--- src/rtl/seg_pkg.sv ---
// Shared constants and types for the seven-segment scan controller.
// Segment patterns are active-low, bit order gfedcba.
package seg_pkg;

    localparam logic [6:0] SEG_BLANK = 7'h7F;
    localparam logic [3:0] AN_OFF    = 4'hF;

    // Entry 15 first so that HEX_SEG[n] yields the pattern for nibble n.
    localparam logic [15:0][6:0] HEX_SEG = {
        7'h0E, 7'h06, 7'h21, 7'h46, 7'h03, 7'h08, 7'h10, 7'h00,
        7'h78, 7'h02, 7'h12, 7'h19, 7'h30, 7'h24, 7'h79, 7'h40
    };

    typedef logic [1:0] digit_idx_t;

    typedef enum logic {
        SLOT_BLANK,
        SLOT_DRIVE
    } slot_state_t;

    typedef struct packed {
        logic [15:0] value;
        logic [3:0]  dp;
        logic [3:0]  en;
    } disp_t;

    // True when the digit and every digit to its left hold zero; digit 0 always shows.
    function automatic logic lz_hidden(input logic [15:0] v, input digit_idx_t idx,
                                       input logic lz);
        logic all_zero;
        all_zero = 1'b1;
        for (int i = 0; i < 4; i++) begin
            if (i >= int'(idx) && v[4*i +: 4] != 4'h0) begin
                all_zero = 1'b0;
            end
        end
        return lz && (idx != 2'd0) && all_zero;
    endfunction

endpackage

--- src/rtl/seg_scan_ctrl_if.sv ---
// Load/ack handshake bus carrying new display data into the scan controller.
interface seg_scan_ctrl_if;

    logic        load;
    logic [15:0] value;
    logic [3:0]  dp_in;
    logic [3:0]  digit_en;
    logic        load_ack;

    modport master (output load, value, dp_in, digit_en, input load_ack);
    modport slave  (input load, value, dp_in, digit_en, output load_ack);

endinterface

--- src/rtl/seg_hex_decode.sv ---
// Combinational hex nibble to active-low seven-segment pattern.
module seg_hex_decode
    import seg_pkg::*;
(
    input  logic [3:0] nibble,
    output logic [6:0] seg
);

    assign seg = HEX_SEG[nibble];

endmodule

--- src/rtl/seg_scan_ctrl.sv ---
// Four-digit common-anode scan controller with per-slot blanking guard and
// frame-aligned commit of new display data.
module seg_scan_ctrl
    import seg_pkg::*;
#(
    parameter int REFRESH_DIV  = 100000,
    parameter int BLANK_CYCLES = 1000
) (
    input  logic            clk,
    input  logic            rst_n,
    seg_scan_ctrl_if.slave  bus,
    input  logic            lz_blank,
    output logic [3:0]      an,
    output logic [6:0]      seg,
    output logic            dp,
    output logic            frame_done
);

    localparam int CNT_W = $clog2(REFRESH_DIV);
    localparam logic [CNT_W-1:0] SLOT_LAST  = CNT_W'(REFRESH_DIV - 1);
    localparam logic [CNT_W-1:0] BLANK_LAST = CNT_W'(BLANK_CYCLES - 1);
    localparam slot_state_t SLOT_FIRST = (BLANK_CYCLES > 0) ? SLOT_BLANK : SLOT_DRIVE;

    logic [CNT_W-1:0] slot_cnt;
    digit_idx_t       idx;
    slot_state_t      state, state_nxt;
    disp_t            disp, pend, incoming;
    logic             pend_valid;
    logic             slot_end, boundary, lit;
    logic [3:0]       nibble;
    logic [6:0]       dec_seg;
    logic [3:0]       an_nxt;
    logic [6:0]       seg_nxt;
    logic             dp_nxt;

    assign slot_end = (slot_cnt == SLOT_LAST);
    assign boundary = slot_end && (idx == 2'd3);
    assign incoming = '{value: bus.value, dp: bus.dp_in, en: bus.digit_en};
    assign nibble   = disp.value[{idx, 2'b00} +: 4];

    seg_hex_decode u_dec (
        .nibble (nibble),
        .seg    (dec_seg)
    );

    always_ff @(posedge clk or negedge rst_n) begin
        if (!rst_n) begin
            slot_cnt <= '0;
            idx      <= 2'd0;
        end else if (slot_end) begin
            slot_cnt <= '0;
            idx      <= idx + 2'd1;
        end else begin
            slot_cnt <= slot_cnt + CNT_W'(1);
        end
    end

    always_ff @(posedge clk or negedge rst_n) begin
        if (!rst_n) begin
            state <= SLOT_FIRST;
        end else begin
            state <= state_nxt;
        end
    end

    always_comb begin
        state_nxt = state;
        lit       = 1'b0;
        an_nxt    = AN_OFF;
        seg_nxt   = SEG_BLANK;
        dp_nxt    = 1'b1;
        case (state)
            SLOT_BLANK: if (slot_cnt == BLANK_LAST) state_nxt = SLOT_DRIVE;
            SLOT_DRIVE: if (slot_end) state_nxt = SLOT_FIRST;
            default:    state_nxt = SLOT_FIRST;
        endcase
        lit = (state == SLOT_DRIVE) && disp.en[idx] && !lz_hidden(disp.value, idx, lz_blank);
        if (lit) begin
            an_nxt  = ~(4'b0001 << idx);
            seg_nxt = dec_seg;
            dp_nxt  = ~disp.dp[idx];
        end
    end

    // A load arriving on the boundary cycle itself skips the pending stage.
    always_ff @(posedge clk or negedge rst_n) begin
        if (!rst_n) begin
            disp       <= '0;
            pend       <= '0;
            pend_valid <= 1'b0;
        end else if (boundary) begin
            if (bus.load) begin
                disp <= incoming;
            end else if (pend_valid) begin
                disp <= pend;
            end
            pend_valid <= 1'b0;
        end else if (bus.load) begin
            pend       <= incoming;
            pend_valid <= 1'b1;
        end
    end

    always_ff @(posedge clk or negedge rst_n) begin
        if (!rst_n) begin
            an           <= AN_OFF;
            seg          <= SEG_BLANK;
            dp           <= 1'b1;
            frame_done   <= 1'b0;
            bus.load_ack <= 1'b0;
        end else begin
            an           <= an_nxt;
            seg          <= seg_nxt;
            dp           <= dp_nxt;
            frame_done   <= boundary;
            bus.load_ack <= boundary && (pend_valid || bus.load);
        end
    end

endmodule

--- src/flat_wrapper.sv ---
// flat-port wrapper written by rule: the top's interface ports become plain ports
module seg_scan_ctrl_flat import seg_pkg::*;
#(
    parameter int REFRESH_DIV  = 100000,
    parameter int BLANK_CYCLES = 1000
)
  (clk, rst_n, lz_blank, an, seg, dp, frame_done, bus_load, bus_value, bus_dp_in, bus_digit_en, bus_load_ack);
  seg_scan_ctrl_if bus_i ();
  input  logic clk;
  input  logic rst_n;
  input  logic lz_blank;
  output logic [3:0] an;
  output logic [6:0] seg;
  output logic dp;
  output logic frame_done;
  input wire logic [$bits(bus_i.load)-1:0] bus_load;
  input wire logic [$bits(bus_i.value)-1:0] bus_value;
  input wire logic [$bits(bus_i.dp_in)-1:0] bus_dp_in;
  input wire logic [$bits(bus_i.digit_en)-1:0] bus_digit_en;
  output wire logic [$bits(bus_i.load_ack)-1:0] bus_load_ack;
  assign bus_i.load = bus_load;
  assign bus_i.value = bus_value;
  assign bus_i.dp_in = bus_dp_in;
  assign bus_i.digit_en = bus_digit_en;
  assign bus_load_ack = bus_i.load_ack;
  seg_scan_ctrl #(.REFRESH_DIV(REFRESH_DIV), .BLANK_CYCLES(BLANK_CYCLES)) u_core (.clk(clk), .rst_n(rst_n), .bus(bus_i), .lz_blank(lz_blank), .an(an), .seg(seg), .dp(dp), .frame_done(frame_done));
endmodule
--- config.mk ---
export PLATFORM = sky130hd
export DESIGN_NAME = seg_scan_ctrl_flat
export DESIGN_NICKNAME = d
export VERILOG_FILES = /design/src/rtl/seg_pkg.sv /design/src/rtl/seg_scan_ctrl_if.sv /design/src/rtl/seg_hex_decode.sv /design/src/rtl/seg_scan_ctrl.sv /design/src/flat_wrapper.sv
export SDC_FILE = /design/constraint.sdc
export NUM_CORES = 1
export LEC_CHECK = 0
export ABC_AREA = 0
export CELL_PAD_IN_SITES_DETAIL_PLACEMENT = 1
export CELL_PAD_IN_SITES_GLOBAL_PLACEMENT = 1
export CORE_MARGIN = 4
export CORE_UTILIZATION = 40
export DETAILED_ROUTE_END_ITERATION = 7
export PLACE_DENSITY = 0.77
export SETUP_SLACK_MARGIN = 0.15
export SYNTH_ARGS = -nofsm -noshare
export SYNTH_HDL_FRONTEND = slang
export SYNTH_SLANG_ARGS = --single-unit
--- constraint.sdc ---
create_clock -name clk -period 4.7 [get_ports clk]
set_clock_uncertainty 0.05 [all_clocks]
set_input_delay 0.47 -clock clk [delete_from_list [all_inputs] [get_ports clk]]
set_output_delay 0.47 -clock clk [all_outputs]
set_load 0.005 [all_outputs]
### Yosys cells after proc, flatten, opt, wreduce, memory -nomap -nowiden

Memory sizes are Yosys's and may differ from the RTL's.
Cells that the tools add are included.

| storage, ports and cells | value |
|---|---|
| register bits | 83 |
| latch bits | 0 |
| memory bits (writable) | 0 |
| ROM bits | 112 |
| input port bits | 28 |
| output and inout port bits | 14 |
| memories kept | 1 |

Memory list:

| memory | words | width | read ports | clocked after memory_dff | write ports | RTL line | RTL |
|---|---|---|---|---|---|---|---|
| (no name shown) | 16 | 7 | 1 | 0 | 0 | seg_hex_decode.sv:9 | `assign seg = HEX_SEG[nibble];` |

| operators by class | value |
|---|---|
| $add $sub $neg | 2 |
| multiply operators | 0 |
| div/mod/pow operators | 0 |
| order comparisons | 5 |
| eq/ne operators | 3 |
| shift-type cells | 2 |
| muxes and demuxes | 20 |
| bitwise logic cells | 4 |
| reductions and logical operators | 20 |

Operator list:

| kind | number |
|---|---|
| 2-to-1 mux 24 bit | 2 |
| adder 17 x 1 -> 17 bit (second input constant) | 1 |
| equality test 17 x 10 -> 1 bit (second input constant) | 1 |
| equality test 17 bit (second input constant) | 1 |
| 2-to-1 mux 17 bit | 1 |
| nonzero test 4 bit | 4 |
| variable part select 16 x 5 -> 4 bit | 1 |
| 2-to-1 mux 7 bit | 2 |
| 2-to-1 mux 1 bit | 11 |
| logical AND 1 bit | 9 |
| nonzero test 2 bit | 3 |
| less-than comparator 4 x 5 -> 1 bit (second input constant) | 1 |
| binary-select mux 1 bit (select 2 bit) | 2 |
| >= comparator 1 x 2 -> 1 bit (first input constant) | 2 |
| 2-to-1 mux 4 bit | 1 |
| NOT 4 bit | 1 |
| AND reduction 2 bit | 2 |
| << shifter 1 x 2 -> 4 bit (first input constant) | 1 |
| less-than comparator 2 x 3 -> 1 bit (second input constant) | 1 |
| NOT 1 bit | 3 |
| adder 2 x 1 -> 2 bit (second input constant) | 1 |
| equality test 2 bit (second input constant) | 1 |
| >= comparator 2 bit (first input constant) | 1 |
| case mux 1 bit (2 select lines) | 1 |
| 2 further kinds | 2 |

### Depth between registers and ports, before layout

Gate-level depths: netlist (run 1).

| depth | value |
|---|---|
| depth in word-level cells | 10 |
| mapped depth | 8 |
| depth with buffers taken out | 6 |

### Cells and area by module

Synthesis (run 1) repeated with hierarchy kept, for this count alone.

| second synthesis, totals | value |
|---|---|
| cell total of the unflattened synthesis | 331 |
| area, all modules | 4106.4 um^2 |

By module, submodules not included:

| module | times used | cells an instance | area an instance (um^2) |
|---|---|---|---|
| seg_scan_ctrl | 1 | 300 | 3844.9 |
| seg_hex_decode | 1 | 31 | 261.5 |

### Worst setup path before layout (run 1)

No wires, ideal clock.

| timing | value |
|---|---|
| path type | register -> register |
| start | reg u_core.slot_cnt[0] |
| end | reg u_core.disp[0] (netlist name) |
| setup time | 125 ps |
| data arrival time | 1913 ps |
| data required time | 4525 ps |
| slack | 2612 ps |
| cell stages (with the launch flop) | 7 |
| buffers on the path | 1 |
| clock period less this slack | 2088 ps |
| cell sequence | dfrtp_1 ha_1 nand4b_1 nor4b_4 nand4b_4 buf_6 mux2_4 |

| on the way | value |
|---|---|
| longest elaborated chain between the ends | 3 |

RTL lines:

| what | RTL line | RTL |
|---|---|---|
| from (decl) | seg_scan_ctrl.sv:24 | `logic [CNT_W-1:0] slot_cnt;` |
| from (signal assigned) | seg_scan_ctrl.sv:54 | `slot_cnt <= slot_cnt + CNT_W'(1);` |
| equality test 17 bit | seg_scan_ctrl.sv:36 | `assign slot_end = (slot_cnt == SLOT_LAST);` |
| logical AND 1 bit | seg_scan_ctrl.sv:37 | `assign boundary = slot_end && (idx == 2'd3);` |
| AND reduction 2 bit (no line) | -- |  |
| to (signal assigned) | seg_scan_ctrl.sv:93 | `disp <= incoming;` |
| to (signal assigned) | seg_scan_ctrl.sv:95 | `disp <= pend;` |
| to (decl) | seg_scan_ctrl.sv:27 | `disp_t disp, pend, incoming;` |

Every way passes these cells.
A chain may end at the register's enable or synchronous reset.

### Worst setup path after layout (run 1)

| timing | value |
|---|---|
| start | reg u_core.slot_cnt[0] |
| end | reg u_core.disp[17] (netlist name) |

The elaborated chain is that of the path after synthesis.

==> impl_metrics.yaml, run 1 <==
outcome:
  status: "finished, final reports clean"
setup_path:
  max_stage_delay_ns: 0.61
  crit_required_ns: 4.88
  end_kind: "flop"
  crit_chain: "ha_1 -> nand4b_1 -> nor4b_4 -> nand4b_4 -> mux2_4"
  cp_max_fo: 24
  crit_slowest_cell: "nand4b_4"
  cp.arrival_ns: 2.88
  cp-start-kind: "flop"
  critPathKind: "reg -> reg"
place:
  io_buffers: 41
  dp_hpwl_um: 5950
  dpl_cell_area_mm2: 0.00472
  routabilityCongestion: 0.731
  dp.cells: 470
floorplanning:
  ios: 42
  fp.dieW_um: 111
  start_util_pct: 41.0
  dieArea_mm2: 0.0122
  rows: 37
  die_h_um: 111
  core_mm2: 0.0103
cells_and_area:
  antenna_cells: 0
  syn2layout_area_growth_pct: 16.8
  design_area_mm2: 0.00492
  drive_gt1_share_pct: 33.1
  layout.nets: 384
  final_cells: 486
synth:
  synthArstFlopShare_pct: 100
  synth_area_mm2: 0.00421
  synthTopCellsByCount: "dfrtp_1 (71), mux2_4 (40), mux2_2 (34)"
  yosysWarnings: 0
  ys_ff_latch: 83
  ys_seq_area_share_pct: 49.6
  netlist_instances: 305
  synth_top_area_cell: "dfrtp_1"
  synth_area_leaders: "dfrtp_1 (42%), mux2_4 (14%), mux2_2 (9.1%)"
  yosysTopAreaCellShare_pct: 42.2
  synth_edf_count: 0
  synthFlopType: "dfrtp_1"
  syn_nets: 344
  synth.distinct_cells: 43
  synth_most_common_cell: "dfrtp_1"
  avgSynthCellArea_um2: 13.8
pwr:
  power_leakage_nw: 2.23
  total_power_w: 0.00141
  p_per_area_mw_per_mm2: 286
  vdd_ir_drop_max_mv: 0.163
grt:
  gr-usage-all-layers_pct: 14.8
  grt_max_degree: 84
  grt_overflow: 0
  grt_pass1_wl_um: 14800
  antenna_found_initial: 0
  grt_pass1_vias: 2790
routing:
  drc: 0
  dr.first_iter.drc_count: 115
  wl_um: 8430
  dr.pass1.iters: 4
  routedWlPerCell_um: 17.3
  ant_nets: 0
  via_per_inst: 5.15
  vias: 2502
clocking:
  cts_buffers: 9
  ctsResizeCount: 0
  cts_tree: "done"
  clk_latency_ns: 0.35
  cts.clk_slew.worst_paths_ns: 0.09
  ctsHoldBuffers: 0
  htreeDepth: 3
  cts_setup_buffers: 0
  cts-root-buf: "clkbuf_8"
  clock_sinks: 83
  clk_path_buf_depth: 2
sta:
  whs_ns: 0.214
  fin_crit_ns: 2.70
  fmax_ghz: 0.370
  min_period_over_period_pct: 57.5
  final.setup.tns_ns: 0
  setup_viol_count_final: 0
  finalHoldViolations: 0
  worst_slew_pin_slew_ns: 1.12
  final_max_slew_viol_count: 0
  slew-limit-headroom_pct: 25.4
  rsz0062_at_grt: "no"
job:
  cap_viol_max_count: 0
hold_path:
  hold_path_class: "in -> async"
==> flip-flops by register name, indices dropped and copies added, names as in the netlist <==
name / count
u_core.state: 1
u_core.dp: 1
u_core.bus.load_ack: 1
u_core.seg: 7
u_core.disp: 24
u_core.idx: 2
u_core.pend: 24
u_core.pend_valid: 1
u_core.frame_done: 1
u_core.an: 4
u_core.slot_cnt: 17
==> where the power goes <==
part	internal, W	switching, W	total (W)
sequential	0.000735	0.0000119	0.000747
combinational	0.0000688	0.0000423	0.000111
clock	0.000300	0.000248	0.000548
total	0.00110	0.000302	0.00141
==> layout by cell type, fill, tap and decap left out, types with 3 or more instances in the layout <==
| cell type | Yosys | final |
|---|---|---|
| dfrtp_1 | 71 | 71 |
| mux2_4 | 40 | 40 |
| clkdlybuf4s50_1 | 0 | 40 |
| mux2_2 | 34 | 34 |
| nand2_1 | 15 | 15 |
| nand3_1 | 13 | 13 |
| nor2_1 | 13 | 13 |
| dfstp_2 | 12 | 12 |
| ha_1 | 11 | 11 |
| inv_1 | 9 | 9 |
| xnor2_1 | 9 | 9 |
| xor2_1 | 9 | 9 |
| clkbuf_8 | 0 | 9 |
| mux4_2 | 7 | 7 |
| and3_1 | 4 | 4 |
| nor4_1 | 4 | 4 |
| nor3_1 | 4 | 4 |
| o211ai_1 | 4 | 4 |
| o21ai_0 | 4 | 4 |
| clkbuf_1 | 7 | 4 |
| a21oi_1 | 3 | 3 |
==> final timing paths <==
kind / start / to / slack [ns] / cells after the start
worst min register to register: u_core.pend[5] / u_core.pend[5] / 0.46 / 1
worst max-delay path: u_core.slot_cnt[0] / u_core.disp[17] / 2.00 / 5
max in group asynchronous: rst_n / u_core.slot_cnt[12] / 3.66 / 1
min in group clk: u_core.pend[5] / u_core.pend[5] / 0.46 / 1
worst min-delay path: rst_n / u_core.pend[9] / 0.21 / 1
worst max register to register: u_core.slot_cnt[0] / u_core.disp[17] / 2.00 / 5
==> through the flow <==
stage	setup slack, ns	utilization [%]
2_1_floorplan	2.61	-
6_report	2.00	47.9
3_5_place_dp	1.83	45.9
5_1_grt	1.77	47.9
4_1_cts	1.98	47.9
3_3_place_gp	1.89	45.9
==> logic make-up after synthesis <==
| group | count (synthesis) | synth area share [%] |
|---|---|---|
| and+or+nand+nor | 70 | 9.83 |
| muxes | 82 | 27.3 |
| buffers and inverters | 22 | 2.73 |
| DFF | 83 | 49.6 |
| xor gates and xnor gates | 18 | 3.74 |
| AOI/OAI and AO/OA | 19 | 3.47 |
| adders and majority gates | 11 | 3.27 |
==> routing by layer <==
layer / GRT usage (%) / up-vias / routed length (um)
met1: 19.6 / 1296 / 3940
met4: 4.19 / 0 / 84
li1: - / 1167 / -
met2: 24.9 / 33 / 4150
met5: 0 / - / 0
met3: 2.85 / 6 / 253
==> area by class of cell <==
class / count / area [um^2]
fill: 1063 / 5360
sequential: 83 / 2090
multi-input combinational: 200 / 2010
timing repair buffer: 42 / 415
tap: 136 / 170
clock buffer: 13 / 139
clock inverter: 3 / 65.1
inverter: 9 / 33.8
==> worst max-delay path: cells and delay by family, from the launching register on <==
family / cells / cell delay [ns]
flip-flops: 1 / 0.42
multiplexers: 1 / 0.51
AND/OR/NAND/NOR: 3 / 1.34
adder cells (fa/ha/maj): 1 / 0.27
No activity file was read; power rests on OpenSTA's default activity.
==> run 2: changes to the inputs <==
Clock period 4.7 ns to 2.5 ns, I/O delays scaled along.
==> run 2 against run 1 <==
  * Global-route usage up 0.16 points
  * Flip-flop and latch count unchanged
  * Die area unchanged
  * Sequential power up 87%
  * Design area is 1.1% higher
  * Sequential share of layout area decreased by 0.45 points
  * First-iteration DRC count down 23%
  * Largest power group unchanged
  * Highest routed layer unchanged
  * Power grew 79%
  * Wire length grew 1.9%
  * Non-clock buffer count is 7 higher
==> impl_metrics.yaml, run 2 (same netlist as run 1, synthesis figures left out) <==
outcome:
  status: "finished, final reports clean"
clocking:
  cts.clk_slew.worst_paths_ns: 0.09
  cts_tree: "done"
  clk_latency_ns: 0.37
  ctsResizeCount: 0
  clk_path_buf_depth: 2
  htreeDepth: 3
  cts-root-buf: "clkbuf_8"
  clock_sinks: 83
  cts_buffers: 9
floorplanning:
  dieArea_mm2: 0.0122
  rows: 37
  start_util_pct: 41.0
  core_mm2: 0.0103
  die_h_um: 111
  ios: 42
  fp.dieW_um: 111
cells_and_area:
  syn2layout_area_growth_pct: 18.1
  final_cell_mix: "dfrtp_1 (71), mux2_4 (40), clkdlybuf4s50_1 (40), mux2_2 (34), nand2_1 (15)"
  design_area_mm2: 0.00497
  final_common_cell: "dfrtp_1"
  reg_top3: "u_core.disp: 24 flops, u_core.pend: 24 flops, u_core.slot_cnt: 17 flops"
  antenna_cells: 0
  drive_gt1_share_pct: 35.3
  nFillCells: 1065
  layout.nets: 391
setup_path:
  end_kind: "flop"
  crit_slowest_cell: "dfrtp_1"
  crit_chain: "ha_1 -> nand4b_1 -> nor4b_4 -> buf_4 -> a31oi_4 -> buf_4 -> mux2_4"
  path_delay_family: "buffers and inverters"
  cp.arrival_ns: 2.43
  r2r-start: "u_core.slot_cnt[0]"
  cp_common_cell: "buf_4"
  r2r-end: "u_core.pend[14]"
  crit_required_ns: 2.69
  cp-start-kind: "flop"
  max_stage_delay_ns: 0.41
  path_buf_inv: 2
  ff2ff_path_depth: 7
  rrSetupSlack_ns: 0.26
  critPathKind: "reg -> reg"
  cp_max_fo: 24
routing:
  vias: 2537
  wl_um: 8590
  wl_met2_um: 4250
  dr_wl_met3_um: 322
  via_per_inst: 5.15
  routedWlPerCell_um: 17.4
  top_layer: "met4"
  dr.pass1.iters: 4
  ant_nets: 0
  drt-met1-wl_um: 3840
  drc: 0
  dr.first_iter.drc_count: 89
hold_path:
  hold_path_class: "in -> async"
sta:
  finalHoldViolations: 0
  setup_viol_count_final: 0
  fmax_ghz: 0.446
  min_period_over_period_pct: 89.6
  slew-limit-headroom_pct: 60.5
  final.setup.tns_ns: 0
  worst_slew_pin_slew_ns: 0.587
  rsz0062_at_grt: "no"
  fin_crit_ns: 2.24
  final_max_slew_viol_count: 0
pwr:
  vdd_ir_drop_max_mv: 0.229
  power_leakage_nw: 2.26
  p_per_area_mw_per_mm2: 506
grt:
  grt_pass1_wl_um: 14700
  grt_overflow: 0
  antenna_found_initial: 0
  grt_pass1_vias: 2853
  grt_max_degree: 46
  gr-usage-all-layers_pct: 15.0
job:
  cap_viol_max_count: 0
place:
  dp_hpwl_um: 6150
  io_buffers: 41
  dpl_cell_area_mm2: 0.00479
  routabilityCongestion: 0.794
-- run 2: cell count changes in the layout (fill, tap and decap cells not counted) --
cell / change
buf_4: +4
clkbuf_1: -4
clkinvlp_4: +3
buf_12: +2
bufinv_16: -2
clkinv_2: +1
clkinv_4: +1
dlygate4sd3_1: +1
inv_8: +1
-- run 2: how the worst max path moves through the flow --
stage                       startpoint  slack (ns)  cells after the start         endpoint
finish              u_core.slot_cnt[0]        0.26                      7  u_core.pend[14]
global route        u_core.slot_cnt[0]        0.17                      7  u_core.pend[14]
global placement    u_core.slot_cnt[0]        0.31                      7   u_core.pend[7]
detailed placement  u_core.slot_cnt[0]        0.23                      7   u_core.pend[2]
CTS                 u_core.slot_cnt[0]        0.24                      7  u_core.pend[14]
floorplan           u_core.slot_cnt[0]        0.41                      6   u_core.disp[0]
-- run 2: what timing repair did --
item / 4_1_cts / 5_1_grt
hold endpoints to repair: 32 / 0
setup buffers: 0 / 0
hold buffers: 1 / 0
-- run 2: layout make-up --
cell class,instances,area (um^2),share of cell area (%)
Tap cell,136,170,3.42
Clock buffer,9,124,2.49
Clock inverter,7,52.6,1.06
Sequential cell,83,2090,42.1
Inverter,9,33.8,0.679
Multi-Input combinational cell,200,2010,40.3
Timing Repair Buffer,49,495,9.96
-- run 2: through the flow --
| stage | worst slack [ns] | util [%] | hold WS [ns] | cells | total power [W] |
|---|---|---|---|---|---|
| 2_1_floorplan | 0.412 | - | -0.0956 | 305 | 0.00154 |
| 4_1_cts | 0.239 | 48.4 | 0.380 | 493 | 0.00255 |
| 3_3_place_gp | 0.312 | 46.6 | 0.234 | 476 | 0.00164 |
| 5_1_grt | 0.173 | 48.4 | 0.437 | 493 | 0.00264 |
| 3_5_place_dp | 0.230 | 46.6 | 0.249 | 476 | 0.00164 |
| 6_report | 0.259 | 48.4 | 0.388 | 493 | 0.00252 |
-- run 2: report_power, final --
group / internal (W) / switching [W]
Sequential: 0.00138 / 0.0000214
Clock: 0.000365 / 0.000537
Combinational: 0.000133 / 0.0000812
-- run 2: layer usage --
layer	up-vias	track usage, %
met2	47	24.4
li1	1178	-
met1	1296	19.5
met5	-	0
met3	16	3.07
met4	0	6.16
==> run 3: changes to the inputs <==
Settings changed: CELL_PAD_IN_SITES_DETAIL_PLACEMENT 1 to 0.
==> run 3 against run 2 <==
  * Count of clock-buffer cells in the layout grew 1
  * Utilization up 0.23 points
  * Combinational power hardly changed
  * Setup slack gained 0.020 ns
  * Critical path depth unchanged
  * Largest cell class unchanged
  * Highest routed layer unchanged
==> impl_metrics.yaml, run 3 (same netlist as run 1, synthesis figures left out) <==
pwr:
  vdd_ir_drop_max_mv: 0.257
  p_per_area_mw_per_mm2: 522
  p_comb_share_pct: 8.1
  switchingPower_w: 0.000624
  power_frac_seq_pct: 53.7
  sw_frac_of_total_pct: 23.9
  internal_power_w: 0.00199
  power_leakage_nw: 2.27
  p_clk_share_pct: 38.1
floorplanning:
  core_mm2: 0.0103
  ios: 42
  start_util_pct: 41.0
  fp.dieW_um: 111
  dieArea_mm2: 0.0122
  rows: 37
  die_h_um: 111
clocking:
  cts.clk_slew.worst_paths_ns: 0.09
  htreeDepth: 3
  cts-root-buf: "clkbuf_8"
  clock_sinks: 83
  cts_tree: "done"
  clk_path_buf_depth: 2
  cts_buffers: 9
  clk_latency_ns: 0.36
  cts_setup_buffers: 0
grt:
  grt_pass1_vias: 2566
  antenna_found_initial: 0
  grt_max_degree: 46
  gr-usage-all-layers_pct: 13.4
  grt_pass1_wl_um: 13100
  grt_overflow: 0
place:
  dp_hpwl_um: 5500
  routabilityCongestion: 0.794
  io_buffers: 41
  dp.cells: 476
sta:
  min_period_over_period_pct: 88.9
  fmax_ghz: 0.450
  final.setup.tns_ns: 0
  finalHoldViolations: 0
  setup_viol_count_final: 0
  final_max_slew_viol_count: 0
  slew-limit-headroom_pct: 60.9
  fin_crit_ns: 2.22
  rsz0062_at_grt: "no"
  worst_slew_pin_slew_ns: 0.586
setup_path:
  cp.arrival_ns: 2.42
  cp-start-kind: "flop"
  cp_max_fo: 24
  end_kind: "flop"
  crit_required_ns: 2.70
  critPathKind: "reg -> reg"
routing:
  dr.first_iter.drc_count: 89
  vias: 2455
  drc: 0
  routedWlPerCell_um: 15.8
  wl_um: 7790
  ant_nets: 0
  dr.pass1.iters: 4
  via_per_inst: 4.98
cells_and_area:
  reg_top3: "u_core.disp: 24 flops, u_core.pend: 24 flops, u_core.slot_cnt: 17 flops"
  layout.nets: 391
  syn2layout_area_growth_pct: 18.6
  final_cells: 493
  drive_gt1_share_pct: 35.0
  antenna_cells: 0
  final_cell_mix: "dfrtp_1 (71), mux2_4 (40), clkdlybuf4s50_1 (40), mux2_2 (34), nand2_1 (15)"
  final_common_cell: "dfrtp_1"
  nFillCells: 944
hold_path:
  hold_path_class: "in -> async"
job:
  cap_viol_max_count: 0
outcome:
  status: "finished, final reports clean"
==> run 3: power by group through the flow <==
stage / combinational (W) / clock [W] / sequential, W
detailed placement: 0.000217 / 0 / 0.00143
global placement: 0.000210 / 0 / 0.00143
floorplan: 0.000122 / 0 / 0.00142
CTS: 0.000218 / 0.00103 / 0.00140
global route: 0.000232 / 0.00109 / 0.00141
finish: 0.000212 / 0.000996 / 0.00140
==> run 3: final cells by class <==
class | count | area (um^2) | area share (%)
repair buffers | 49 | 495 | 9.91
clock buffers | 10 | 128 | 2.55
well taps | 136 | 170 | 3.40
multi-input cells | 200 | 2010 | 40.2
inverters | 9 | 33.8 | 0.676
clock inverters | 6 | 72.6 | 1.45
flip-flops and latches | 83 | 2090 | 41.9
==> run 3: per-layer routing <==
| layer | global-route usage (%) | vias to the layer above | part of all wire [%] |
|---|---|---|---|
| li1 | - | 1180 | - |
| met1 | 18.6 | 1219 | 48 |
| met2 | 20.4 | 47 | 47 |
| met5 | 0 | - | 0 |
| met4 | 4.68 | 0 | 1.2 |
| met3 | 3.45 | 9 | 3.5 |
==> run 3: stage by stage <==
| stage | power (W) | util [%] | instance area, um^2 | worst slack, ns | hold slack, ns |
|---|---|---|---|---|---|
| CTS | 0.00265 | 48.6 | 5000 | 0.270 | 0.374 |
| global route | 0.00273 | 48.6 | 5000 | 0.191 | 0.414 |
| global placement | 0.00164 | 46.6 | 4790 | 0.312 | 0.234 |
| floorplan | 0.00154 | - | 4210 | 0.412 | -0.0956 |
| finish | 0.00261 | 48.6 | 5000 | 0.279 | 0.379 |
| detailed placement | 0.00164 | 46.6 | 4790 | 0.259 | 0.245 |
==> run 3: final timing paths <==
kind / slack, ns / cells after the start / to / startpoint
min in group clk: 0.46 / 1 / u_core.pend[6] / u_core.pend[6]
max: 0.28 / 7 / u_core.pend[0] / u_core.slot_cnt[0]
max reg2reg: 0.28 / 7 / u_core.pend[0] / u_core.slot_cnt[0]
min: 0.38 / 2 / u_core.pend[4] / rst_n
min reg2reg: 0.46 / 1 / u_core.pend[6] / u_core.pend[6]
max in group asynchronous: 1.40 / 3 / u_core.slot_cnt[0] / rst_n
==> run 3: critical path, stage by stage (launching register included) <==
cell	delay, ns
dfrtp_1	0.41
ha_1	0.26
nand4b_1	0.16
nor4b_4	0.32
buf_4	0.22
a31oi_4	0.08
buf_4	0.28
mux2_4	0.34
==> run 3: what timing repair did <==
action | CTS | global route
gates resized for setup | 0 | 0
hold buffers | 1 | 0
hold endpoints to repair | 32 | 0
